<file path="src/rtl/enc_quad_capture.sv">
// Quadrature encoder front end: synchronise and glitch-filter A/B, decode x4 into
// independent forward/reverse counts, and snapshot both counts on CapCmd.
module enc_quad_capture #(
    parameter int SYNC_STAGES = 2,
    parameter int FILT_LEN    = 4
) (
    input  logic        Clk,
    input  logic        RstN,
    input  logic        EncA,
    input  logic        EncB,
    input  logic        CapCmd,
    input  logic        ClrCmd,
    output logic [31:0] MemDataP,
    output logic [31:0] MemDataN,
    output logic        CapValid,
    output logic        Armed,
    output logic        ErrFlag
);

    localparam logic [3:0] FILT_LAST   = 4'(FILT_LEN - 1);
    localparam logic [4:0] SETTLE_LAST = 5'(SYNC_STAGES + FILT_LEN);

    typedef enum logic [1:0] {STEP_NONE, STEP_FWD, STEP_REV, STEP_ILL} step_e;
    typedef enum logic       {ST_UNARMED, ST_ARMED} arm_state_e;

    // Forward order is 00->10->11->01->00 (bit1 = A, bit0 = B); any other single-bit move is reverse.
    function automatic step_e classify(input logic [1:0] prev, input logic [1:0] cur);
        logic [1:0] fwd_next;
        case (prev)
            2'b00:   fwd_next = 2'b10;
            2'b10:   fwd_next = 2'b11;
            2'b11:   fwd_next = 2'b01;
            2'b01:   fwd_next = 2'b00;
            default: fwd_next = 2'b00;
        endcase
        if (cur == prev)          return STEP_NONE;
        else if (cur == fwd_next) return STEP_FWD;
        else if (cur == ~prev)    return STEP_ILL;
        else                      return STEP_REV;
    endfunction

    logic [SYNC_STAGES-1:0] sync_a_q, sync_a_d, sync_b_q, sync_b_d;
    logic [1:0]             sync_lvl_s;
    logic [1:0]             filt_q, filt_d;
    logic [1:0][3:0]        fcnt_q, fcnt_d;
    logic [1:0]             prev_q, prev_d;
    logic [31:0]            fwd_q, fwd_d, rev_q, rev_d;
    logic                   err_q, err_d;
    logic [31:0]            mem_p_q, mem_p_d, mem_n_q, mem_n_d;
    logic                   cap_valid_q, cap_valid_d;
    step_e                  step_s;
    arm_state_e             state_q;
    logic [4:0]             settle_q;
    logic                   armed_q;

    // Synchroniser shift and glitch filter next-state.
    always_comb begin
        sync_a_d   = {sync_a_q[SYNC_STAGES-2:0], EncA};
        sync_b_d   = {sync_b_q[SYNC_STAGES-2:0], EncB};
        sync_lvl_s = {sync_a_q[SYNC_STAGES-1], sync_b_q[SYNC_STAGES-1]};
        filt_d     = filt_q;
        fcnt_d     = fcnt_q;
        for (int i = 0; i < 2; i++) begin
            if (sync_lvl_s[i] != filt_q[i]) begin
                if (fcnt_q[i] == FILT_LAST) begin
                    filt_d[i] = sync_lvl_s[i];
                    fcnt_d[i] = 4'd0;
                end else begin
                    fcnt_d[i] = fcnt_q[i] + 4'd1;
                end
            end else begin
                fcnt_d[i] = 4'd0;
            end
        end
    end

    // Decoder, counters, error flag and capture next-state; clear wins over any event.
    always_comb begin
        step_s      = classify(prev_q, filt_q);
        prev_d      = filt_q;
        fwd_d       = fwd_q;
        rev_d       = rev_q;
        err_d       = err_q;
        if (ClrCmd) begin
            fwd_d = 32'd0;
            rev_d = 32'd0;
            err_d = 1'b0;
        end else if (armed_q) begin
            case (step_s)
                STEP_FWD: fwd_d = fwd_q + 32'd1;
                STEP_REV: rev_d = rev_q + 32'd1;
                STEP_ILL: err_d = 1'b1;
                default:  fwd_d = fwd_q;
            endcase
        end else begin
            fwd_d = fwd_q;
        end
        if (CapCmd) begin
            mem_p_d = fwd_q;
            mem_n_d = rev_q;
        end else begin
            mem_p_d = mem_p_q;
            mem_n_d = mem_n_q;
        end
        cap_valid_d = CapCmd;
    end

    // Datapath registers.
    always_ff @(posedge Clk or negedge RstN) begin
        if (!RstN) begin
            sync_a_q    <= '0;
            sync_b_q    <= '0;
            filt_q      <= 2'b00;
            fcnt_q      <= '0;
            prev_q      <= 2'b00;
            fwd_q       <= 32'd0;
            rev_q       <= 32'd0;
            err_q       <= 1'b0;
            mem_p_q     <= 32'd0;
            mem_n_q     <= 32'd0;
            cap_valid_q <= 1'b0;
        end else begin
            sync_a_q    <= sync_a_d;
            sync_b_q    <= sync_b_d;
            filt_q      <= filt_d;
            fcnt_q      <= fcnt_d;
            prev_q      <= prev_d;
            fwd_q       <= fwd_d;
            rev_q       <= rev_d;
            err_q       <= err_d;
            mem_p_q     <= mem_p_d;
            mem_n_q     <= mem_n_d;
            cap_valid_q <= cap_valid_d;
        end
    end

    // Arming FSM: hold off decoding until the sync/filter pipeline has settled after reset.
    always_ff @(posedge Clk or negedge RstN) begin
        if (!RstN) begin
            state_q  <= ST_UNARMED;
            settle_q <= 5'd0;
            armed_q  <= 1'b0;
        end else begin
            case (state_q)
                ST_UNARMED: begin
                    if (settle_q == SETTLE_LAST) begin
                        state_q <= ST_ARMED;
                        armed_q <= 1'b1;
                    end else begin
                        settle_q <= settle_q + 5'd1;
                        armed_q  <= 1'b0;
                    end
                end
                ST_ARMED: armed_q <= 1'b1;
                default: begin
                    state_q <= ST_UNARMED;
                    armed_q <= 1'b0;
                end
            endcase
        end
    end

    assign MemDataP = mem_p_q;
    assign MemDataN = mem_n_q;
    assign CapValid = cap_valid_q;
    assign Armed    = armed_q;
    assign ErrFlag  = err_q;

endmodule

</file>
<file path="config.mk">
export PLATFORM = sky130hd
export DESIGN_NAME = enc_quad_capture
export DESIGN_NICKNAME = d
export VERILOG_FILES = /design/src/rtl/enc_quad_capture.sv
export SDC_FILE = /design/constraint.sdc
export NUM_CORES = 1
export LEC_CHECK = 0
export CORE_MARGIN = 1.5
export CORE_UTILIZATION = 29
export DETAILED_ROUTE_END_ITERATION = 16
export GPL_ROUTABILITY_DRIVEN = 1
export GPL_TIMING_DRIVEN = 0
export SKIP_LAST_GASP = 1
export SYNTH_ARGS = -nofsm -noshare
export SYNTH_HDL_FRONTEND = slang
export SYNTH_SLANG_ARGS = --single-unit
export TNS_END_PERCENT = 1
</file>
<file path="constraint.sdc">
create_clock -name Clk -period 3.12 [get_ports Clk]
set_clock_uncertainty 0.2 [all_clocks]
set_input_delay 0.624 -clock Clk [delete_from_list [all_inputs] [get_ports Clk]]
set_output_delay 0.624 -clock Clk [all_outputs]
set_load 0.05 [all_outputs]
</file>
# Word-level counts from Yosys, hierarchy flattened
# Index checks and enable logic that the tools add are counted.
# classes
bitwise_logic	3
addsub	5
eq_ne	14
n_reduce_logical	11
n_mux	20
# ops
op	n
two-way mux 32 bit	6
adder 32 x 1 -> 32 bit, second input constant	2
two-way mux 4 bit	4
AND reduction 2 bit	6
adder 4 x 1 -> 4 bit, second input constant	2
equality test 2 bit, second input constant	4
equality test 4 x 2 -> 1 bit, second input constant	2
case mux 2 bit (4 select lines)	1
nonzero test 2 bit	4
equality test 2 bit	3
two-way mux 1 bit	6
adder 5 x 1 -> 5 bit, second input constant	1
equality test 5 x 3 -> 1 bit, second input constant	1
equality test 2 x 1 -> 1 bit, second input constant	2
two-way mux 2 bit	2
logical NOT 2 bit	1
inequality test 1 bit	2
inverter 1 bit	2
inverter 2 bit	1
case mux 1 bit (2 select lines)	1
# word_totals
out_inout_bits	67
reg_bits	153
in_bits	6
wordCells	69

# Depth between registers and ports, before layout
# logic_depth
word_depth	9
ltp_mapped	7
ltp_nobuf	6

# Least setup slack after synthesis
# No wires, ideal clock.
# synth_timing
path_kind	register to register
from	register armed_q (netlist: Armed)
to	register rev_q[30]
n_path_buf	2
stages_incl_launch_ff	7
required_ns	2.842
setup_ns	0.078
path_slack_ns	0.722
t_arrival_ns	2.120
period_less_slack_ns	2.398
path_cell_list	dfrtp_1 -> buf_2 -> a31oi_4 -> or3_1 -> buf_2 -> or4_1 -> a21oi_1
# synth_via
elab_chain_len	2
# synth_rtl
element	line	source
start, declared	54	logic armed_q;
start signal, assigned	142	armed_q <= 1'b0;
start signal, assigned	148	armed_q <= 1'b1;
start signal, assigned	151	armed_q <= 1'b0;
nonzero test 2 bit (no source line)	n/a	
AND reduction 2 bit (no source line)	n/a	
end signal, assigned	129	rev_q <= rev_d;
end, declared	47	logic [31:0] fwd_q, fwd_d, rev_q, rev_d;
# No other way between the ends.
# A chain may end at the register's enable or synchronous reset.

# Worst setup path after layout
# layout_timing
from	input port ClrCmd
to	register fwd_q[12]
# layout_via
elab_chain_len	2
word_cells_on_any_way	4
cone_classes	mux (1); reduce/logical (3)
# layout_rtl
element	line	source
start, declared	12	input logic ClrCmd,
nonzero test 2 bit (no source line)	n/a	
AND reduction 2 bit (no source line)	n/a	
end signal, assigned	128	fwd_q <= fwd_d;
end, declared	47	
# Several ways; a longest one is shown, not always the timed one.

==> impl_metrics.csv <==
group,metric,value,unit
run_status,outcome,"completed",
floorplan,dieArea,24020,µm²
cells_and_area,nets,678,
synth,ys_seq_elements,152,
pwr,leakage,3.559,nW
pwr,intPower,3.664,mW
min_path,hold_depth,0,
pwr,p_seq_share,42.6,%
global_route,grt_overflow,0,
synth,postSynth.asyncResetShare,100.0,%
global_route,grt_pass1_vias,4468,
clock_tree,htreeDepth,4,
timing,fin_hold_ws,0.1475,ns
min_path,hold_path.class,"flop to flop",
floorplan,core,22640,µm²
worst_setup_path,endpoint_kind,"flop",
synth,syn-mean-instance-area,11.69,µm²
clock_tree,ctsResizeCount,0,
synth,synthesis.area,6699,µm²
floorplan,die_y,155.0,µm
synth,synth_top_area_share,56.78,%
flow_run,drv_cap,0,
clock_tree,root_buffer,"clkbuf_16",
clock_tree,cts.sinks,152,
worst_setup_path,arrival,2.80,ns
pwr,p_total,4.993,mW
routing,drc,0,
timing,fin_crit_sh,87.17,%
global_route,grt_max_degree,111,
global_route,antenna_found_initial,0,
timing,rsz0062_at_grt,"false",
synth,syn_nets,585,
synth,netlist_instances,573,
synth,synth-edff-count,0,
cells_and_area,diodes,0,
place,routabilityCongestion,0.7523,
worst_setup_path,path_max_fanout,10,
place,io_buffers,72,
routing,drtIter0Drc,248,
pwr,ir_drop,0.0003944,V
routing,ant_nets,0,
floorplan,initial_core_util,29.59,%
worst_setup_path,crit_required,3.20,ns
pwr,power_frac_clock,42.6,%
synth,synth_ff_type,"dfrtp_1",
routing,vias,4535,
pwr,power_per_cell_area,592.0,nW/µm²
timing,slew_viol_final,0,
routing,post_drt_wl_per_cell,14.73,µm
pwr,power.share.switching,26.60,%
timing,tns,0,ns
clock_tree,cts_buffer_depth,2,
timing,setup_viol,0,
timing,fmax,0.3677,GHz
cells_and_area,drive_gt1_share,16.84,%
worst_setup_path,reg2regPathDepth,7,
timing,hold_violations,0,
global_route,grt_usage,12.39,%
timing,slew_headroom,37.01,%
clock_tree,insertion_delay,0.42,ns
pwr,power.switching,1.328,mW
worst_setup_path,worstSetupPathType,"input port to flop",
synth,yosys_warnings,0,
routing,avgViaCountPerCell,4.714,
clock_tree,cts_tree,"built",
routing,wirelength,14170,µm
synth,yosys.area.top_type,"dfrtp_1",
clock_tree,tritoncts.num_buffers,17,
timing,tightest_slew,0.9405,ns
synth,synth-seq-area-share,56.78,%
worst_setup_path,startpoint_type,"input port",
floorplan,io_pins,73,
floorplan,fp-row-count,55,
cells_and_area,n_fill_cell,2166,
timing,layout_min_cycle_time,2.720,ns
clock_tree,cts.clk_slew.worst_paths,0.06,ns
global_route,grt_pass1_wl,23440,µm
pwr,comb_power_share,14.8,%
synth,ys_top_cells_by_area,"dfrtp_1 57%, mux2_2 12%, xnor2_1 5.2%",
floorplan,die_w,155.0,µm
place,dp_hpwl,9855,µm
synth,ys_types,43,
routing,first_pass_iters,4,
cells_and_area,synthToLayoutAreaGrowth,25.89,%
[per-stage QoR]
| stage | setup WS [ns] | std cells | cell area, µm² | utilization [%] |
|---|---|---|---|---|
| final | 0.4002 | 962 | 8433 | 37.25 |
| after floorplan | 0.7216 | 573 | 6699 | - |
| after global routing | 0.2584 | 962 | 8433 | 37.25 |
| after CTS | 0.4237 | 962 | 8433 | 37.25 |
| after detailed placement | -0.003805 | 931 | 7809 | 34.49 |
| after global placement | -5.235 | 930 | 7776 | 34.35 |
[final cells by class]
class	count	area, µm²	share of cell area, %
flip-flops and latches	152	3804	45.10
multi-input cells	390	2770	32.85
repair buffers	74	763.2	9.050
clock buffers	23	498.0	5.905
well taps	285	356.6	4.228
clock inverters	7	116.4	1.380
plain buffers	23	95.09	1.128
inverters	8	30.03	0.3561
[placed cells by master, fill, tap and decap left out, types with 3 or more instances in the layout]
master and n:
a21oi_1 21, and2_1 3, and3_1 10, and4_1 8, buf_2 4, bufinv_16 3
clkbuf_1 17, clkbuf_16 17, clkbuf_8 5, clkdlybuf4s50_1 71, dfrtp_1 152, ha_1 6
inv_1 8, mux2_2 69, nand2_1 30, nand2b_1 3, nand3_1 24, nand3b_1 3
nand4_1 16, nand4b_1 3, nor2_1 57, nor2b_1 5, nor3_1 16, nor3b_1 3
nor4_1 15, nor4b_1 3, o21ai_0 9, o31ai_1 5, or3_1 6, or4_1 5
xnor2_1 40, xor2_1 14
[what timing repair did]
item	CTS	global route
hold buffers	1	0
setup buffers	0	0
endpoints found under the hold margin	42	0
[worst paths after layout]
check | startpoint | end | slack [ns]
max | ClrCmd | fwd_q[12]$_DFFE_PN0P_ | 0.40
min | sync_a_q[0]$_DFF_PN0_ | sync_a_q[1]$_DFF_PN0_ | 0.15
max reg2reg | filt_q[1]$_DFFE_PN0P_ | fwd_q[12]$_DFFE_PN0P_ | 0.43
min reg2reg | sync_a_q[0]$_DFF_PN0_ | sync_a_q[1]$_DFF_PN0_ | 0.15
max in group asynchronous | RstN | MemDataN[21]$_DFFE_PN0P_ | 1.41
min in group asynchronous | RstN | fcnt_q[5]$_DFF_PN0_ | 0.48
[cells in the mapped netlist, drive strengths merged, types with 5 or more instances]
cell type,n
mux2,69
xnor2,41
buf,7
and4,8
nor2,57
nor2b,5
clkbuf,16
or3,6
o21ai,9
nand3,24
nand4,17
a21oi,21
ha,6
nor3,17
xor2,15
nand2,30
o31ai,6
or4,5
and3,10
dfrtp,152
inv,8
nor4,15
[sequential cells by signal (all words and copies together) (netlist names)]
signal and count:
Armed 1, CapValid 1, ErrFlag 1, MemDataN 32
MemDataP 32, fcnt_q 8, filt_q 2, fwd_q 32
prev_q 2, rev_q 32, settle_q 5, sync_a_q 2
sync_b_q 2
[power groups by stage]
| stage | sequential, mW | clock, mW | combinational (mW) |
|---|---|---|---|
| after floorplan | 2.22 | 0 | 0.462 |
| after global routing | 2.14 | 2.27 | 0.837 |
| final | 2.13 | 2.13 | 0.736 |
| after detailed placement | 2.17 | 0 | 0.752 |
| after global placement | 2.17 | 0 | 0.744 |
| after CTS | 2.13 | 2.18 | 0.757 |
[kinds of logic after synthesis]
| family | Yosys count | synth area share (%) |
|---|---|---|
| simple gates | 216 | 17.11 |
| flops | 152 | 56.78 |
| fa+ha+maj | 6 | 1.121 |
| buf+inv | 31 | 1.868 |
| mux | 69 | 11.60 |
| compound gates | 43 | 3.978 |
| xor+xnor | 56 | 7.546 |
[critical path, stage by stage]
cell and delay, ns:
clkdlybuf4s50_1 0.59, a31oi_1 0.78, clkbuf_1 0.44, nor3_1 0.13, xnor2_1 0.19, nor2_1 0.05
[routing by layer]
layer,vias up,routed length [µm],GRT usage [%],share of wire [%]
li1,2213,-,-,-
met1,2231,6952,17.23,49
met2,80,6272,18.00,44
met3,11,765,4.095,5.4
met4,0,178,4.304,1.3
met5,-,0,0,0
Note: power is estimated with default switching activity, not from simulation.
